--- config.mk ---
export PLATFORM = sky130hd
export DESIGN_NAME = lvds_align_ctrl
export DESIGN_NICKNAME = d
export VERILOG_FILES = /design/src/rtl/lvds_align_ctrl.sv
export SDC_FILE = /design/constraint.sdc
export NUM_CORES = 1
export LEC_CHECK = 0
export BUFFER_PORTS_ARGS = -buffer_cell sky130_fd_sc_hd__buf_4
export CORE_MARGIN = 5
export CORE_UTILIZATION = 25
export DETAILED_ROUTE_END_ITERATION = 7
export PLACE_DENSITY = 0.49
export SLEW_MARGIN = 10
export SYNTH_ARGS = -nofsm -noshare
export SYNTH_HDL_FRONTEND = slang
export SYNTH_SLANG_ARGS = --single-unit
--- constraint.sdc ---
create_clock -name c_i -period 2.3 [get_ports c_i]
set_input_delay 0.69 -clock c_i [delete_from_list [all_inputs] [get_ports c_i]]
set_output_delay 0.69 -clock c_i [all_outputs]
set_load 0.05 [all_outputs]
--- src/rtl/lvds_align_ctrl.sv ---
`default_nettype none
// ============================================================================
// Module   : lvds_align_ctrl
// Brief    : Per-lane LVDS word-alignment sequencer using training-word bitslip.
// Revision : 1.0
// ============================================================================
module lvds_align_ctrl #(
  parameter int              N         = 5,
  parameter int              DW        = 8,
  parameter logic [DW-1:0]   TRAIN     = 8'hE9,
  parameter int              SETTLE    = 16,
  parameter int              MATCH     = 32,
  parameter int              MAX_SLIPS = 8
) (
  input  logic              c_i,
  input  logic              rst_ni,
  input  logic              start_i,
  input  logic              rx_locked_i,
  input  logic [N*DW-1:0]   rxd_i,
  output logic [N-1:0]      align_o,
  output logic              busy_o,
  output logic              done_o,
  output logic              fail_o,
  output logic [N-1:0]      lane_ok_o,
  output logic [N*4-1:0]    slip_cnt_o
);

  localparam int LW  = (N > 1) ? $clog2(N) : 1;
  localparam int SCW = $clog2(SETTLE + 1);
  localparam int MCW = $clog2(MATCH + 1);

  localparam logic [LW-1:0]  LAST_LANE  = LW'(N - 1);
  localparam logic [SCW-1:0] SETTLE_END = SCW'(SETTLE - 1);
  localparam logic [MCW-1:0] MATCH_END  = MCW'(MATCH - 1);
  localparam logic [3:0]     SLIP_LIMIT = 4'(MAX_SLIPS);

  typedef enum logic [2:0] {
    S_IDLE      = 3'd0,
    S_WAIT_LOCK = 3'd1,
    S_SETTLE    = 3'd2,
    S_CHECK     = 3'd3,
    S_SLIP      = 3'd4,
    S_NEXT      = 3'd5,
    S_DONE      = 3'd6
  } state_e;

  state_e               state_q, state_d;
  logic [LW-1:0]        lane_q, lane_d;
  logic [SCW-1:0]       settle_q, settle_d;
  logic [MCW-1:0]       match_q, match_d;
  logic [N-1:0]         lane_ok_q, lane_ok_d;
  logic [N-1:0][3:0]    slip_q, slip_d;
  logic                 fail_q, fail_d;
  logic                 start_q;
  logic                 edge_q;

  logic [N-1:0][DW-1:0] lanes;
  logic [DW-1:0]        lane_word;
  logic                 accept;
  logic                 abort;

  assign lanes     = rxd_i;
  assign lane_word = lanes[lane_q];
  assign accept    = edge_q && ((state_q == S_IDLE) || (state_q == S_DONE));
  assign abort     = !rx_locked_i && ((state_q == S_SETTLE) || (state_q == S_CHECK) ||
                                      (state_q == S_SLIP)   || (state_q == S_NEXT));

  always_ff @(posedge c_i or negedge rst_ni) begin
    if (!rst_ni) begin
      state_q   <= S_IDLE;
      lane_q    <= '0;
      settle_q  <= '0;
      match_q   <= '0;
      lane_ok_q <= '0;
      slip_q    <= '0;
      fail_q    <= 1'b0;
      start_q   <= 1'b0;
      edge_q    <= 1'b0;
    end else begin
      state_q   <= state_d;
      lane_q    <= lane_d;
      settle_q  <= settle_d;
      match_q   <= match_d;
      lane_ok_q <= lane_ok_d;
      slip_q    <= slip_d;
      fail_q    <= fail_d;
      start_q   <= start_i;
      edge_q    <= start_i && !start_q;
    end
  end

  always_comb begin
    state_d   = state_q;
    lane_d    = lane_q;
    settle_d  = settle_q;
    match_d   = match_q;
    lane_ok_d = lane_ok_q;
    slip_d    = slip_q;
    fail_d    = fail_q;

    case (state_q)
      S_IDLE, S_DONE: begin
        if (accept) begin
          state_d   = S_WAIT_LOCK;
          lane_d    = '0;
          settle_d  = '0;
          match_d   = '0;
          lane_ok_d = '0;
          slip_d    = '0;
          fail_d    = 1'b0;
        end
      end
      S_WAIT_LOCK: begin
        if (rx_locked_i) begin
          settle_d = '0;
          state_d  = S_SETTLE;
        end
      end
      S_SETTLE: begin
        if (settle_q == SETTLE_END) begin
          match_d = '0;
          state_d = S_CHECK;
        end else begin
          settle_d = settle_q + 1'b1;
        end
      end
      S_CHECK: begin
        if (lane_word == TRAIN) begin
          if (match_q == MATCH_END) begin
            lane_ok_d[lane_q] = 1'b1;
            state_d           = S_NEXT;
          end else begin
            match_d = match_q + 1'b1;
          end
        end else if (slip_q[lane_q] == SLIP_LIMIT) begin
          state_d = S_NEXT;
        end else begin
          state_d = S_SLIP;
        end
      end
      S_SLIP: begin
        slip_d[lane_q] = slip_q[lane_q] + 4'd1;
        settle_d       = '0;
        state_d        = S_SETTLE;
      end
      S_NEXT: begin
        if (lane_q == LAST_LANE) begin
          fail_d  = ~&lane_ok_q;
          state_d = S_DONE;
        end else begin
          lane_d   = lane_q + 1'b1;
          settle_d = '0;
          state_d  = S_SETTLE;
        end
      end
      default: state_d = S_IDLE;
    endcase

    // Lock loss wins over everything; a slip already pulsed this cycle still counts.
    if (abort) begin
      state_d   = S_DONE;
      fail_d    = 1'b1;
      lane_ok_d = lane_ok_q;
    end
  end

  for (genvar i = 0; i < N; i++) begin : g_align
    assign align_o[i] = (state_q == S_SLIP) && (lane_q == LW'(i));
  end

  assign busy_o     = (state_q != S_IDLE) && (state_q != S_DONE);
  assign done_o     = (state_q == S_DONE);
  assign fail_o     = fail_q;
  assign lane_ok_o  = lane_ok_q;
  assign slip_cnt_o = slip_q;

endmodule
`default_nettype wire

==> report_table.html <==
<table>
<tr><th>Metric</th><th>Value</th></tr>
<tr><th colspan="2">Worst hold path</th></tr>
<tr><td>Worst hold-check path type</td><td>reg2reg</td></tr>
<tr><th colspan="2">STA</th></tr>
<tr><td>Clock period minus final worst setup slack</td><td>2.36 ns</td></tr>
<tr><td>Setup skew after layout</td><td>0.00831 ns</td></tr>
<tr><td>Final slew viol count</td><td>0</td></tr>
<tr><td>Unrepaired setup endpoints after global routing</td><td>yes</td></tr>
<tr><td>Maximum frequency from static timing analysis</td><td>424 MHz</td></tr>
<tr><td>Final Setup Violations</td><td>6</td></tr>
<tr><td>Worst max-slew margin expressed relative to the limit</td><td>0.594</td></tr>
<tr><td>Final-report hold violation count</td><td>0</td></tr>
<tr><td>Final worst path period share</td><td>1.03</td></tr>
<tr><td>Worst hold-check slack</td><td>0.397 ns</td></tr>
<tr><td>Tightest Pin Transition</td><td>0.610 ns</td></tr>
<tr><td>Worst Setup Slack, final</td><td>-0.0577 ns</td></tr>
<tr><th colspan="2">Synthesis</th></tr>
<tr><td>Count of flip-flops with a built-in enable after synthesis</td><td>0</td></tr>
<tr><td>Share of synthesized area occupied by flip-flops and latches</td><td>0.387</td></tr>
<tr><td>Syn_area_per_cell</td><td>9.04 sq um</td></tr>
<tr><td>List of most frequent post-synthesis cells</td><td>sky130_fd_sc_hd__dfrtp_1, sky130_fd_sc_hd__nand2_1, sky130_fd_sc_hd__nand3_1, sky130_fd_sc_hd__o21ai_0, sky130_fd_sc_hd__a21oi_1</td></tr>
<tr><td>Mapped Nets</td><td>376</td></tr>
<tr><td>Post-synth top flop</td><td>sky130_fd_sc_hd__dfrtp_1</td></tr>
<tr><td>Most repeated cell in the gate-level netlist after synthesis</td><td>sky130_fd_sc_hd__dfrtp_1</td></tr>
<tr><td>Distinct cell type count of the synthesized netlist</td><td>62</td></tr>
<tr><td>Warnings from Yosys</td><td>0</td></tr>
<tr><td>Post-synthesis cell area</td><td>2910 sq um</td></tr>
<tr><td>Library cell with the largest summed area after synthesis</td><td>sky130_fd_sc_hd__dfrtp_1</td></tr>
<tr><td>Number of synthesized register bits</td><td>45</td></tr>
<tr><td>Proportion of register bits with asynchronous set or reset after synthesis</td><td>1.00</td></tr>
<tr><td>Post-Synthesis Cells</td><td>322</td></tr>
<tr><td>Dominant cells by area after synthesis</td><td>sky130_fd_sc_hd__dfrtp_1, sky130_fd_sc_hd__mux2i_1, sky130_fd_sc_hd__nand2_1</td></tr>
<tr><td>Post-synth top area share</td><td>0.387</td></tr>
<tr><th colspan="2">Status</th></tr>
<tr><td>Outcome</td><td>complete, but fails checks</td></tr>
<tr><td>Failing checks</td><td>negative setup slack</td></tr>
<tr><th colspan="2">Layout</th></tr>
<tr><td>Antenna cells</td><td>0</td></tr>
<tr><td>Area overhead of the layout relative to synthesis</td><td>45.3%</td></tr>
<tr><td>Final Core Density</td><td>0.370</td></tr>
<tr><td>Fraction of final layout cells sized beyond drive strength 1</td><td>0.376</td></tr>
<tr><td>Post-route cell area</td><td>4230 sq um</td></tr>
<tr><td>Filler Cells Inserted</td><td>1205</td></tr>
<tr><td>NumNets Final</td><td>489</td></tr>
<tr><th colspan="2">Drt</th></tr>
<tr><td>Post-DR wirelength/cell</td><td>16.2 microns</td></tr>
<tr><td>DR vias/cell</td><td>5.05</td></tr>
<tr><td>Violation count after the first detailed-route iteration</td><td>255</td></tr>
<tr><td>Number of detailed-routing iterations run before antenna repair</td><td>4</td></tr>
<tr><td>Residual DRC count</td><td>0</td></tr>
<tr><td>Total via count after detailed routing</td><td>2926</td></tr>
<tr><td>Post-route ant nets</td><td>0</td></tr>
<tr><td>Routed Wire Length</td><td>9370 microns</td></tr>
<tr><th colspan="2">Power</th></tr>
<tr><td>Clock network fraction of total power</td><td>0.200</td></tr>
<tr><td>Leakage power summed over all cells</td><td>1.90 nW</td></tr>
<tr><td>Combinational group share of total power</td><td>0.536</td></tr>
<tr><td>Power Internal</td><td>0.00217 W</td></tr>
<tr><td>Net load switching power</td><td>0.00164 W</td></tr>
<tr><td>Final total power</td><td>0.00381 W</td></tr>
<tr><td>Flop pwr share</td><td>0.264</td></tr>
<tr><td>Peak VDD IR</td><td>0.000371 V</td></tr>
<tr><td>Switching fraction of total power</td><td>0.430</td></tr>
<tr><td>Cell Pwr Density</td><td>900 nW/um^2</td></tr>
<tr><th colspan="2">Die</th></tr>
<tr><td>Overall die area</td><td>13900 sq um</td></tr>
<tr><td>Chip Width</td><td>118 microns</td></tr>
<tr><td>Die H</td><td>118 microns</td></tr>
<tr><td>Initial core utilization</td><td>0.255</td></tr>
<tr><td>Standard-cell rows</td><td>39</td></tr>
<tr><td>Top-Level Pins</td><td>77</td></tr>
<tr><td>Area inside the core boundary</td><td>11400 sq um</td></tr>
<tr><th colspan="2">Worst setup path</th></tr>
<tr><td>Sort of element at the start of the critical path</td><td>flip-flop</td></tr>
<tr><td>Arrival time of data at the critical path endpoint</td><td>2.57 ns</td></tr>
<tr><td>Largest fanout on the critical path</td><td>9</td></tr>
<tr><td>CP endpoint kind</td><td>flip-flop</td></tr>
<tr><td>Class of the most critical setup path</td><td>reg2reg</td></tr>
<tr><td>Worst Path Required</td><td>2.51 ns</td></tr>
<tr><th colspan="2">Global routing</th></tr>
<tr><td>First-pass GRT wire length</td><td>15400 microns</td></tr>
<tr><td>Antenna violations before repair</td><td>0</td></tr>
<tr><td>Residual overflow from global routing</td><td>0</td></tr>
<tr><td>Maximum number of pins on one net before global-route repair</td><td>46</td></tr>
<tr><td>Total track usage</td><td>0.134</td></tr>
<tr><td>Number of global-route vias before repair</td><td>2910</td></tr>
<tr><th colspan="2">Clock tree</th></tr>
<tr><td>Register clock-pin slew on the reported worst setup and hold paths</td><td>0.07 ns</td></tr>
<tr><td>Clock latency on the worst-skew pair</td><td>0.29 ns</td></tr>
<tr><td>Number of H-tree levels</td><td>2</td></tr>
<tr><td>CTS tree</td><td>yes</td></tr>
<tr><td>Clock sinks</td><td>45</td></tr>
<tr><td>Maximum root-to-sink buffer count</td><td>2</td></tr>
<tr><td>CTS Buf Count</td><td>5</td></tr>
<tr><td>CTS Root Buffer Type</td><td>sky130_fd_sc_hd__clkbuf_16</td></tr>
<tr><th colspan="2">Placed design</th></tr>
<tr><td>Sum of net half-perimeters after detailed placement</td><td>7150 microns</td></tr>
<tr><td>Worst setup slack after placement</td><td>-0.298 ns</td></tr>
<tr><td>Number of buffer cells added on primary ports</td><td>76</td></tr>
<tr><td>Placer Congestion</td><td>0.752</td></tr>
<tr><td>Post-Place Cell Area</td><td>3900 sq um</td></tr>
<tr><th colspan="2">Run</th></tr>
<tr><td>Count of maximum capacitance violations</td><td>0</td></tr>
</table>
==> what timing repair did <==
action                                  CTS  global route
pin swaps                                 3             1
buffers inserted                          4             1
resized for setup                        24            12
endpoints found under the setup margin   15            25
hold buffers                              0             0
==> stage by stage <==
| step | TNS [ns] | instances |
|---|---|---|
| final | -0.257 | 579 |
| after global routing | -1.24 | 579 |
| after CTS | -0.348 | 578 |
| after detailed placement | -2.45 | 566 |
| after global placement | -2.49 | 566 |
| after floorplan | -0.276 | 322 |
==> cells in the final DEF (no fill, tap or decap), drive strengths merged, types with 3 or more instances in the layout <==
| master | count |
|---|---|
| a21o | 4 |
| a21oi | 15 |
| a22o | 3 |
| a32o | 5 |
| and2 | 8 |
| and3 | 7 |
| buf | 124 |
| clkbuf | 5 |
| dfrtp | 45 |
| ha | 10 |
| inv | 13 |
| mux2i | 14 |
| nand2 | 35 |
| nand2b | 3 |
| nand3 | 25 |
| nand3b | 3 |
| nand4 | 3 |
| nor2 | 15 |
| nor2b | 4 |
| nor3 | 9 |
| o21ai | 27 |
| o22ai | 3 |
| o2bb2ai | 7 |
| o31ai | 6 |
| or2 | 4 |
| or4 | 5 |
==> registers in the layout, summed over array words and instances (netlist names), 3 cells and up <==
name	cells
slip_cnt_o	20
match_q	6
lane_ok_o	5
settle_q	5
lane_q	3
state_q	3
==> routing by layer <==
metal  up-vias  routed length (microns)  GRT usage  part of all wire
met5         -                        0          0                 0
met4         0                      137     0.0358             0.015
met2        83                     4030      0.196              0.43
met3         8                      549     0.0351             0.059
li1       1427                        -          -                 -
met1      1408                     4650      0.195              0.50
==> critical path, cell delays in order (launching register included) <==
cell and delay, ns:
sky130_fd_sc_hd__dfrtp_2 0.46, sky130_fd_sc_hd__or2_1 0.32, sky130_fd_sc_hd__o2bb2ai_2 0.19, sky130_fd_sc_hd__a32oi_1 0.07
sky130_fd_sc_hd__or4_4 0.62, sky130_fd_sc_hd__or4_1 0.49, sky130_fd_sc_hd__a21oi_1 0.14
==> power by group through the flow <==
stage	logic (W)	clock network, W	registers (W)
floorplan	0.00106	0	0.00116
global placement	0.00191	0	0.00101
detailed placement	0.00192	0	0.00101
CTS	0.00202	0.000779	0.00101
global route	0.00223	0.000819	0.00102
finish	0.00204	0.000760	0.00100
==> kinds of logic after synthesis <==
kind of cell / Yosys count / synth area share
and+or+nand+nor: 130 / 0.235
AOI/OAI and AO/OA: 88 / 0.209
DFF: 45 / 0.387
buffers and inverters: 29 / 0.0494
muxes: 17 / 0.0675
adders and majority gates: 10 / 0.0430
xor gates and xnor gates: 3 / 0.00903
==> final cells by class <==
class	count	area, sq um	area share
clock buffer	5	125	0.0296
clock inverter	3	28.8	0.00680
inverter	11	41.3	0.00976
multi-input combinational	248	1740	0.412
sequential	45	1130	0.267
tap	143	179	0.0423
timing repair buffer	124	985	0.233
==> path summary, 6_finish.rpt <==
path                            from     endpoint  slack (ns)  cells past startpoint
max                        lane_q[0]   match_q[2]       -0.06                      6
min                          start_q       edge_q        0.40                      1
max reg2reg                lane_q[0]   match_q[2]       -0.06                      6
min reg2reg                  start_q       edge_q        0.40                      1
max in group asynchronous     rst_ni    lane_q[0]        1.44                      1
min in group asynchronous     rst_ni  settle_q[1]        0.41                      1
Note: power is estimated with default switching activity, not from simulation.
